$ cat config.mk
export PLATFORM = sky130hd
export DESIGN_NAME = mips8_mem_alu_core
export DESIGN_NICKNAME = d
export VERILOG_FILES = /design/src/rtl/mips8_mem_alu_core.sv
export SDC_FILE = /design/constraint.sdc
export NUM_CORES = 2
export LEC_CHECK = 0
export ABC_CLOCK_PERIOD_IN_PS = 6500
export CAP_MARGIN = 5
export CORE_UTILIZATION = 35
export CTS_CLUSTER_DIAMETER = 150
export DETAILED_ROUTE_END_ITERATION = 16
export HOLD_SLACK_MARGIN = 0.12
export PLACE_DENSITY = 0.5
export SKIP_CTS_REPAIR_TIMING = 1
export SLEW_MARGIN = 5
export SYNTH_ARGS = -nofsm -noshare
export SYNTH_HDL_FRONTEND = slang
export SYNTH_SLANG_ARGS = --single-unit
$ cat constraint.sdc
create_clock -name clk -period 6.5 [get_ports clk]
set_clock_uncertainty 0.05 [all_clocks]
set_input_delay 1.3 -clock clk [delete_from_list [all_inputs] [get_ports clk]]
set_output_delay 1.3 -clock clk [all_outputs]
set_load 0.05 [all_outputs]
$ cat src/rtl/mips8_mem_alu_core.sv
// ---------------------------------------------------------------------------
// mips8_mem_alu_core
//
// Memory/execute slice of the 8-bit single-cycle MIPS-style processor.
// It sits between fetch/register-file logic and the write-back mux, and
// holds three parts:
//   - Mips8InstrMem : program store. Combinational fetch, synchronous
//                     program load. The program survives reset.
//   - Mips8Alu      : 2-bit controlled ADD/SUB/AND/OR with a zero flag.
//   - Mips8DataMem  : data store addressed by the ALU result.
//                     Combinational read, synchronous write. Reset clears
//                     it asynchronously.
//
// Ports (top):
//   clk, rst_n                 clock; asynchronous active-low reset
//   im_cs_n, im_oe, im_addr    instruction fetch controls and PC address
//   im_data                    fetched instruction (0 when not enabled)
//   prog_we/addr/data          instruction memory program-load port
//   alu_ctrl, alu_a, alu_b     ALU op select and operands
//   alu_out, zero              ALU result (also DM address) and zero flag
//   dm_we, dm_wdata            data memory write enable and write data
//   dm_rdata                   data memory read data at alu_out
//
// No output is registered. Every output path is combinational.
// ---------------------------------------------------------------------------

// ---------------------------------------------------------------------------
// Mips8Alu
// Purely combinational ALU.
//   ctrl   : 00 add, 01 sub, 10 and, 11 or
//   a, b   : operands
//   result : result, modulo 2**DATA_W
//   zero   : high when result is zero
// ---------------------------------------------------------------------------
module Mips8Alu #(
  parameter int DATA_W = 8
) (
  input  logic [1:0]        ctrl,
  input  logic [DATA_W-1:0] a,
  input  logic [DATA_W-1:0] b,
  output logic [DATA_W-1:0] result,
  output logic              zero
);

  typedef enum logic [1:0] {
    OP_ADD = 2'b00,
    OP_SUB = 2'b01,
    OP_AND = 2'b10,
    OP_OR  = 2'b11
  } aluOp_t;

  aluOp_t op;

  assign op = aluOp_t'(ctrl);

  // Operation select. Carry and borrow fall off the top because the result
  // is the same width as the operands. That is the intended wrap-around
  // behaviour, and there is no overflow flag.
  always_comb begin
    result = '0;
    unique case (op)
      OP_ADD:  result = a + b;
      OP_SUB:  result = a - b;
      OP_AND:  result = a & b;
      OP_OR:   result = a | b;
      default: result = '0;
    endcase
  end

  // The zero flag follows the result for every op, not only for subtract.
  assign zero = (result == '0);

endmodule

// ---------------------------------------------------------------------------
// Mips8InstrMem
// Instruction store.
//   clk                          program-load clock
//   csN, oe                      fetch enables (active-low select, active-high OE)
//   addr, rdata                  fetch address and instruction
//   progWe, progAddr, progData   program-load write port
// The array starts at zero and has no reset, so a loaded program stays
// intact across rst_n pulses.
// ---------------------------------------------------------------------------
module Mips8InstrMem #(
  parameter int IM_DATA_W = 8,
  parameter int IM_ADDR_W = 8
) (
  input  logic                 clk,
  input  logic                 csN,
  input  logic                 oe,
  input  logic [IM_ADDR_W-1:0] addr,
  output logic [IM_DATA_W-1:0] rdata,
  input  logic                 progWe,
  input  logic [IM_ADDR_W-1:0] progAddr,
  input  logic [IM_DATA_W-1:0] progData
);

  localparam int IM_DEPTH = 1 << IM_ADDR_W;

  // Unwritten locations must read as zero. The array therefore carries a
  // zero initialiser instead of a reset.
  logic [IM_DATA_W-1:0] imMem [IM_DEPTH] = '{default: '0};

  // Program load. A fetch of the location being loaded still sees the old
  // word until this edge commits the new one.
  always_ff @(posedge clk) begin
    if (progWe) begin
      imMem[progAddr] <= progData;
    end
  end

  // Fetch drives zero rather than floating when it is not enabled. This
  // keeps the bus a plain mux and avoids tristates.
  assign rdata = (!csN && oe) ? imMem[addr] : '0;

endmodule

// ---------------------------------------------------------------------------
// Mips8DataMem
// Data store.
//   clk, rst_n   clock; asynchronous active-low clear of every word
//   addr         word address (low bits of the ALU result)
//   we, wdata    synchronous write port
//   rdata        combinational read of mem[addr]
// ---------------------------------------------------------------------------
module Mips8DataMem #(
  parameter int DATA_W    = 8,
  parameter int DM_ADDR_W = 8
) (
  input  logic                 clk,
  input  logic                 rst_n,
  input  logic [DM_ADDR_W-1:0] addr,
  input  logic                 we,
  input  logic [DATA_W-1:0]    wdata,
  output logic [DATA_W-1:0]    rdata
);

  localparam int DM_DEPTH = 1 << DM_ADDR_W;

  logic [DATA_W-1:0] dmMem [DM_DEPTH];

  // While rst_n is low, every word is held at zero and writes are ignored.
  // Leaving reset needs no special handling: the first rising edge with
  // rst_n high is already a normal write edge.
  always_ff @(posedge clk or negedge rst_n) begin
    if (!rst_n) begin
      for (int i = 0; i < DM_DEPTH; i++) begin
        dmMem[i] <= '0;
      end
    end else if (we) begin
      dmMem[addr] <= wdata;
    end
  end

  // Reads are always enabled. A read of the address being written shows the
  // old data until the edge.
  assign rdata = dmMem[addr];

endmodule

// ---------------------------------------------------------------------------
// Top level
// ---------------------------------------------------------------------------
module mips8_mem_alu_core #(
  parameter int DATA_W    = 8,
  parameter int DM_ADDR_W = 8,
  parameter int IM_DATA_W = 8,
  parameter int IM_ADDR_W = 8
) (
  input  logic                 clk,
  input  logic                 rst_n,
  input  logic                 im_cs_n,
  input  logic                 im_oe,
  input  logic [IM_ADDR_W-1:0] im_addr,
  output logic [IM_DATA_W-1:0] im_data,
  input  logic                 prog_we,
  input  logic [IM_ADDR_W-1:0] prog_addr,
  input  logic [IM_DATA_W-1:0] prog_data,
  input  logic [1:0]           alu_ctrl,
  input  logic [DATA_W-1:0]    alu_a,
  input  logic [DATA_W-1:0]    alu_b,
  output logic [DATA_W-1:0]    alu_out,
  output logic                 zero,
  input  logic                 dm_we,
  input  logic [DATA_W-1:0]    dm_wdata,
  output logic [DATA_W-1:0]    dm_rdata
);

  // The DM address is a slice of the ALU result, so it cannot be wider.
  if (DM_ADDR_W > DATA_W) begin : gBadDmAddrW
    $error("DM_ADDR_W must not exceed DATA_W");
  end

  logic [DM_ADDR_W-1:0] dmAddr;

  // Addresses wrap naturally. For example, 0 - 1 = 8'hFF selects the last
  // word, and no range check is needed.
  assign dmAddr = alu_out[DM_ADDR_W-1:0];

  Mips8InstrMem #(
    .IM_DATA_W (IM_DATA_W),
    .IM_ADDR_W (IM_ADDR_W)
  ) uInstrMem (
    .clk      (clk),
    .csN      (im_cs_n),
    .oe       (im_oe),
    .addr     (im_addr),
    .rdata    (im_data),
    .progWe   (prog_we),
    .progAddr (prog_addr),
    .progData (prog_data)
  );

  Mips8Alu #(
    .DATA_W (DATA_W)
  ) uAlu (
    .ctrl   (alu_ctrl),
    .a      (alu_a),
    .b      (alu_b),
    .result (alu_out),
    .zero   (zero)
  );

  Mips8DataMem #(
    .DATA_W    (DATA_W),
    .DM_ADDR_W (DM_ADDR_W)
  ) uDataMem (
    .clk   (clk),
    .rst_n (rst_n),
    .addr  (dmAddr),
    .we    (dm_we),
    .wdata (dm_wdata),
    .rdata (dm_rdata)
  );

endmodule

Word level (Yosys, flattened, before mapping) --
Memory sizes are Yosys's and may differ from the RTL's. Index checks and enable logic that the tools add are counted.
Operators by class: magnitude comparators 2, shift-type cells 0, bitwise gates (word level) 3, equality and inequality tests 3, multipliers 0, $add $sub $neg 2, divide/modulo/power cells 0, multiplexer cells 10, reductions and logical operators 5
Operators with widths (number):
- 2048-bit bitwise mux | 1
- 8-bit binary-select mux with 8-bit select | 1
- 8-bit demux with 8-bit select | 1
- 8-bit two-way mux | 4
- 8-bit one-hot mux with 4 select lines | 1
- 9-bit >= comparator, second input constant | 1
- 9-bit by 1-bit less-than comparator with 1-bit output, second input constant | 1
- 8-bit inverter with 9-bit output | 1
- 8-bit adder | 1
- 8-bit bitwise AND | 1
- 8-bit logical NOT | 1
- 8-bit OR | 1
- 8-bit subtractor | 1
- 2-bit equality test, second input constant | 2
- 2-bit by 1-bit equality test with 1-bit output, second input constant | 1
- 1-bit logical AND | 2
- 2-bit logical NOT | 1
- 1-bit two-way mux | 2
- 1-bit logical NOT | 1
Word-level totals: latch bits 0, bits in writable memories 2048, bits of input ports 56, memories 1, ROM bits 0, register bits after elaboration 2048
Memories:
- uInstrMem.imMem | words 256, bits a word 8, rd ports 1, clocked after Yosys merged registers in 0, wr ports 1, RTL line 103 | logic [IM_DATA_W-1:0] imMem [IM_DEPTH] = '{default: '0};

Logic depth before layout (Yosys ltp) --
depth after elaboration 8, gate-level depth with buffers 19

Cells and area by module --
A second synthesis with hierarchy kept.
Second synthesis, totals: cell total of the unflattened synthesis 9803, area, all modules 174070.7 um^2
By module, submodules not included:
- Mips8DataMem | sequential area each 51249.2 um^2, area each 92711.4 um^2, cells an instance 5832, times used 1
- Mips8InstrMem | sequential area each 61499.0 um^2, area each 80647.3 um^2, cells an instance 3876, times used 1
- Mips8Alu | sequential area each 0.0 um^2, area each 711.9 um^2, cells an instance 95, times used 1

Worst setup path after synthesis --
Ideal clock, no wire load.
path kind input to output, start input alu_ctrl[0], end output zero, path buffers 4, path slack -1096 ps, arrival 6246 ps, cell stages on the path 17, required time 5150 ps, path through clkbuf_1 > nor2b_1 > clkbuf_1 > mux2i_1 > ha_1 > nor2b_1 > o31a_1 > o21a_1 > o41ai_2 > xor2_1 > or3_1 > o311ai_1 > buf_2 > buf_2 > or2_2 > clkinv_1 > nor3_1
On the way: cells in the longest elaborated chain, start to end 3, elaborated cells between the ends (all ways) 6
Ends and longest elaborated chain:
- start: declaration | RTL line 180 | input logic [1:0] alu_ctrl,
- 2-bit equality test, or another cell as far along | RTL line 61 | unique case (op)
- 8-bit one-hot mux with 4 select lines (*) | RTL line 61
- named net alu_out[7] | RTL line 183 | output logic [DATA_W-1:0] alu_out,
- 8-bit logical NOT (*) | RTL line 71 | assign zero = (result == '0);
- end: declaration | RTL line 184 | output logic zero,
Mark *: on every way through the listed nets, which the timed path passes. The rest lies on a longest branch.

Worst setup path after layout --
start input alu_b[0], end output dm_rdata[3]
On the way: cells in the longest elaborated chain, start to end 6, elaborated cells between the ends (all ways) 9
Ends and longest elaborated chain:
- start: declaration | RTL line 182 | input logic [DATA_W-1:0] alu_b,
- 8-bit subtractor, or another cell as far along | RTL line 63 | OP_SUB: result = a - b;
- 8-bit one-hot mux with 4 select lines (*) | RTL line 61
- 8-bit inverter with 9-bit output (implied by the code) (*) | RTL line 158 | assign rdata = dmMem[addr];
- 8-bit binary-select mux with 8-bit select (*) | RTL line 158
- 8-bit two-way mux (implied by the code) (*) (2 in a row) | RTL line 158
- end: declaration | RTL line 187 | output logic [DATA_W-1:0] dm_rdata
Mark *: on every way between the ends. The rest lies on a longest branch, timed or not. The select of a mux whose other input is x is not followed.

==> run summary <==
The checks that failed: max-slew violations, negative setup slack. The count of port buffers added during placement is 80, and the final non-filler cell area is 209000 µm². The largest area contributor in the synthesized netlist was edfxtp_1. The tools report the number of global-route vias before repair as 108000. The synthesized cell area is 178000 µm². Summed over all cells, the static leakage comes to 82.0 nW. Per report_power, the combinational group accounts for 15.3% of the total.

Yosys printed 0 warnings. Register bit count reported by yosys: 4096. The I/O pin count is 81, and the routability-driven placement congestion ratio is 0.858. Clock latency on the worst-skew pair, taken at its later pin, is 0.97 ns. For the worst supply voltage drop on vdd, the log shows 0.279 mV.

Counting the fill cells in the layout gives 45500. The via density per instance was 5.46. The maximum fanout along the worst path was 15.

The wire-length estimate of the detail-placed layout is 334000 µm. Detailed routing placed a total of 26700 µm of wire on met3. Slowest library cell on the worst path: fa_2. In this run the top signal layer used is met4.

From synthesis to final layout, the design area changed by 17.3%. The worst min-delay path class was input pin to async pin. From bottom edge to top edge, the die measures 715 µm. Total power divided by cell area: 317 nW/µm².

Global routing used 20.2% of the available tracks. For the total number of clock tree sinks, the log shows 4096. Setup repair after global routing could not meet its margin everywhere. Summing the areas of all xor and xnor instances in the mapped netlist gives 0.0394% of the synthesized area. The fraction of final layout cells sized beyond drive strength 1 came out at 38.5%. After clock tree synthesis, the clock-pin slew on the worst setup and hold paths is 0.06 ns. After floorplanning, the core was sized to cover 506000 µm². For the number of buffers created by CTS, the log shows 446. The worst setup path is of the input pin to primary output kind.

The first global-routing pass estimated 772000 µm of wire. Setup violations remaining at the end of the flow were counted as 8. After detailed routing, the total wire length is 528000 µm. On the worst path, the slowest cell contributes a delay of 0.57 ns. The main combinational cell family by area after synthesis was multiplexers. The logs give 0 for the overflow left after global routing and 5.45 ns for the critical path data arrival time. Headroom to the max-slew limit came out at -1.27%. On the final layout, the worst hold slack is 0.154 ns. Entering global routing, the biggest net connects 195 pins. Summing over every cut layer, the via total after detailed routing is 104000. The slack of the worst reg-to-reg path is 5.65 ns.

The logs give -0.295 ns for the final critical-path setup slack and 4 for the number of buffers between clock root and the deepest sink. The run gives 0 as the final count of hold timing violations. The routed design uses 253000 µm of met2 wire.

The die is 715 µm wide. The die covers 511000 µm². TritonCTS built the clock tree.

The final critical-path required period is 6.80 ns, and the distinct cell type count of the synthesized netlist is 64. For this block, wires on met1 add up to 235000 µm. The dominant register cell in the synthesized netlist is edfxtp_1. The tools report the max-slew violation count as 26. The async set-reset flop share out of synthesis came out at 50.0%. The placed instances occupy a cell area of 192000 µm². The number of maximum-capacitance violations came out at 0.

The simple-gate portion of the synthesized area is 8.78%, and the clock share of power is 39.0%. Counting every instance in the synthesized netlist gives 11500. For the starting density of the core, the log shows 35.2%. Net switching is 26.8% of the power.

At the end of the flow, the number of nets in the layout was 12100. The top cell type by area accounts for 34.6% of the synthesized area. The most numerous cell on the critical path was buf_4. The post-route DRC violation count is 0. Traced cell by cell, the critical path runs through buf_6 > inv_2 > ha_4 > mux2i_4 > buf_6 > fa_2 > mux2i_4 > clkinv_8 > buf_6 > buf_4 > buf_4 > buf_4 > nand3_1 > nand3_1 > a41oi_1 > nor2_1 > nand4_1 > buf_4 > mux2_4 > buf_8.

The proportion of synthesized chip area in sequential cells was 63.4%; the detailed-router iteration count before antenna repair was 6. The worst setup path is launched from an input pin. Synthesis produced a netlist with a net count of 11600.

The internal power of the cells totals 48.4 mW. The tools report the net switching power as 17.8 mW. Antenna violation net count after detailed routing: 0. Leaving out fill and tap cells, the most frequent cells in the layout are 2048 x dfrtp_1, 2048 x edfxtp_1, 1996 x mux2_2. The worst path uses 105% of the clock period. Summing internal, switching and leakage power gives 66.2 mW. The average footprint of a synthesized cell was 15.4 µm²; the adder and majority gate portion of the synthesized area was 0.104%. Cell at the root of the clock tree: clkbuf_16.

Registers are responsible for 45.7% of the overall power. Adding up every negative setup slack in the final design gives -1.67 ns. In the synthesized netlist, mux cells make up 23.4% of the area. The tools report the number of H-tree levels as 5.

The flow ran to the end, but the final reports show violations. Sorting the synthesized cells by area gives the leading types as edfxtp_1 35%, dfrtp_1 29%, mux2_2 13%, mux4_2 10%, nand2_1 3.4%. Data on the critical path is required at its endpoint by 5.15 ns. Dividing the detail-routed wire length by the instance count gives 27.6 µm. Number of core rows: 261. The number of antenna violations at the first check in global routing is 12, and the number of enable flip-flop cells after synthesis is 2048. Static timing analysis puts the maximum clock frequency at 147 MHz.

The first routing iteration left 8541 violations. The synthesized netlist devotes 2.32% of its cell area to compound gates. At the pin with the least slew margin, the transition time is 1.52 ns. The tools report the endpoint type of the worst setup path as a primary output.
[synth_stat cells (all sizes together), types with 13 or more instances]
library cell     n
mux2          2053
dfrtp         2048
edfxtp        2048
nand2         1597
nand3          926
mux4           788
clkbuf         643
nor2           324
buf            223
nor4           140
o211ai         129
mux2i           70
a31oi           66
nand4           60
and3            57
a32oi           52
a21oi           41
a22oi           40
o22ai           21
a211oi          19
inv             18
nor2b           18
a32o            17
nor3            14
a311oi          13
[routing by layer]
| layer | global-route usage [%] | up-vias |
|---|---|---|
| met4 | 4.86 | 0 |
| met2 | 32.8 | 2741 |
| met5 | 0 | - |
| met3 | 2.84 | 643 |
| li1 | - | 44700 |
| met1 | 28.6 | 56400 |
[kinds of logic after synthesis]
kind of cell	Yosys count
xor+xnor	8
fa+ha+maj	15
compound gates	470
buf+inv	886
flops	4096
simple gates	3149
mux	2911
[registers in the layout, indices dropped and copies added, names as in the netlist]
signal / count
uDataMem.dmMem: 2048
uInstrMem.imMem: 2048
[path summary, 6_finish.rpt]
check	startpoint	cells after the start	endpoint
min in group clk	uDataMem.dmMem[119]	1	uDataMem.dmMem[119]
max in group asynchronous	rst_n	3	uDataMem.dmMem[460]
worst max register to register	uDataMem.dmMem[1794]	1	uDataMem.dmMem[1794]
worst max-delay path	alu_b[0]	20	dm_rdata[3]
worst min register to register	uDataMem.dmMem[119]	1	uDataMem.dmMem[119]
worst min-delay path	rst_n	1	uDataMem.dmMem[216]
[worst max-delay path, delay by kind of cell]
kind            cells  cell delay, ns
buf+inv            10            1.80
simple gates        4            0.86
fa+ha+maj           2            0.83
compound gates      1            0.11
mux                 3            0.50
[layout make-up]
class	count	area, µm²	area share, %
diodes	6	15.0	0.00720
clock buffers	594	12200	5.85
clock inverters	234	2740	1.31
inverters	20	108	0.0516
multi-input cells	6553	62500	29.9
flip-flops and latches	4096	113000	54.0
well taps	6706	8390	4.02
repair buffers	930	9970	4.78
[through the flow]
| step | std cells | utilization (%) | worst slack [ns] |
|---|---|---|---|
| 2_1_floorplan | 11500 | - | 0.0423 |
| 3_3_place_gp | 18300 | 38.0 | -1.44 |
| 3_5_place_dp | 18300 | 38.0 | -1.41 |
| 4_1_cts | 19100 | 41.0 | -1.43 |
| 5_1_grt | 19100 | 41.2 | -0.343 |
| 6_report | 19100 | 41.2 | -0.295 |
[power groups by stage]
stage               Clock, mW  Combinational [mW]  Sequential [mW]
floorplan                   0                5.52             30.4
global placement            0                9.69             30.6
detailed placement          0                9.81             30.7
CTS                      26.4                9.83             30.2
global route             27.4                10.8             30.4
finish                   25.8                10.2             30.2
Power figures use the tool's default switching activity.
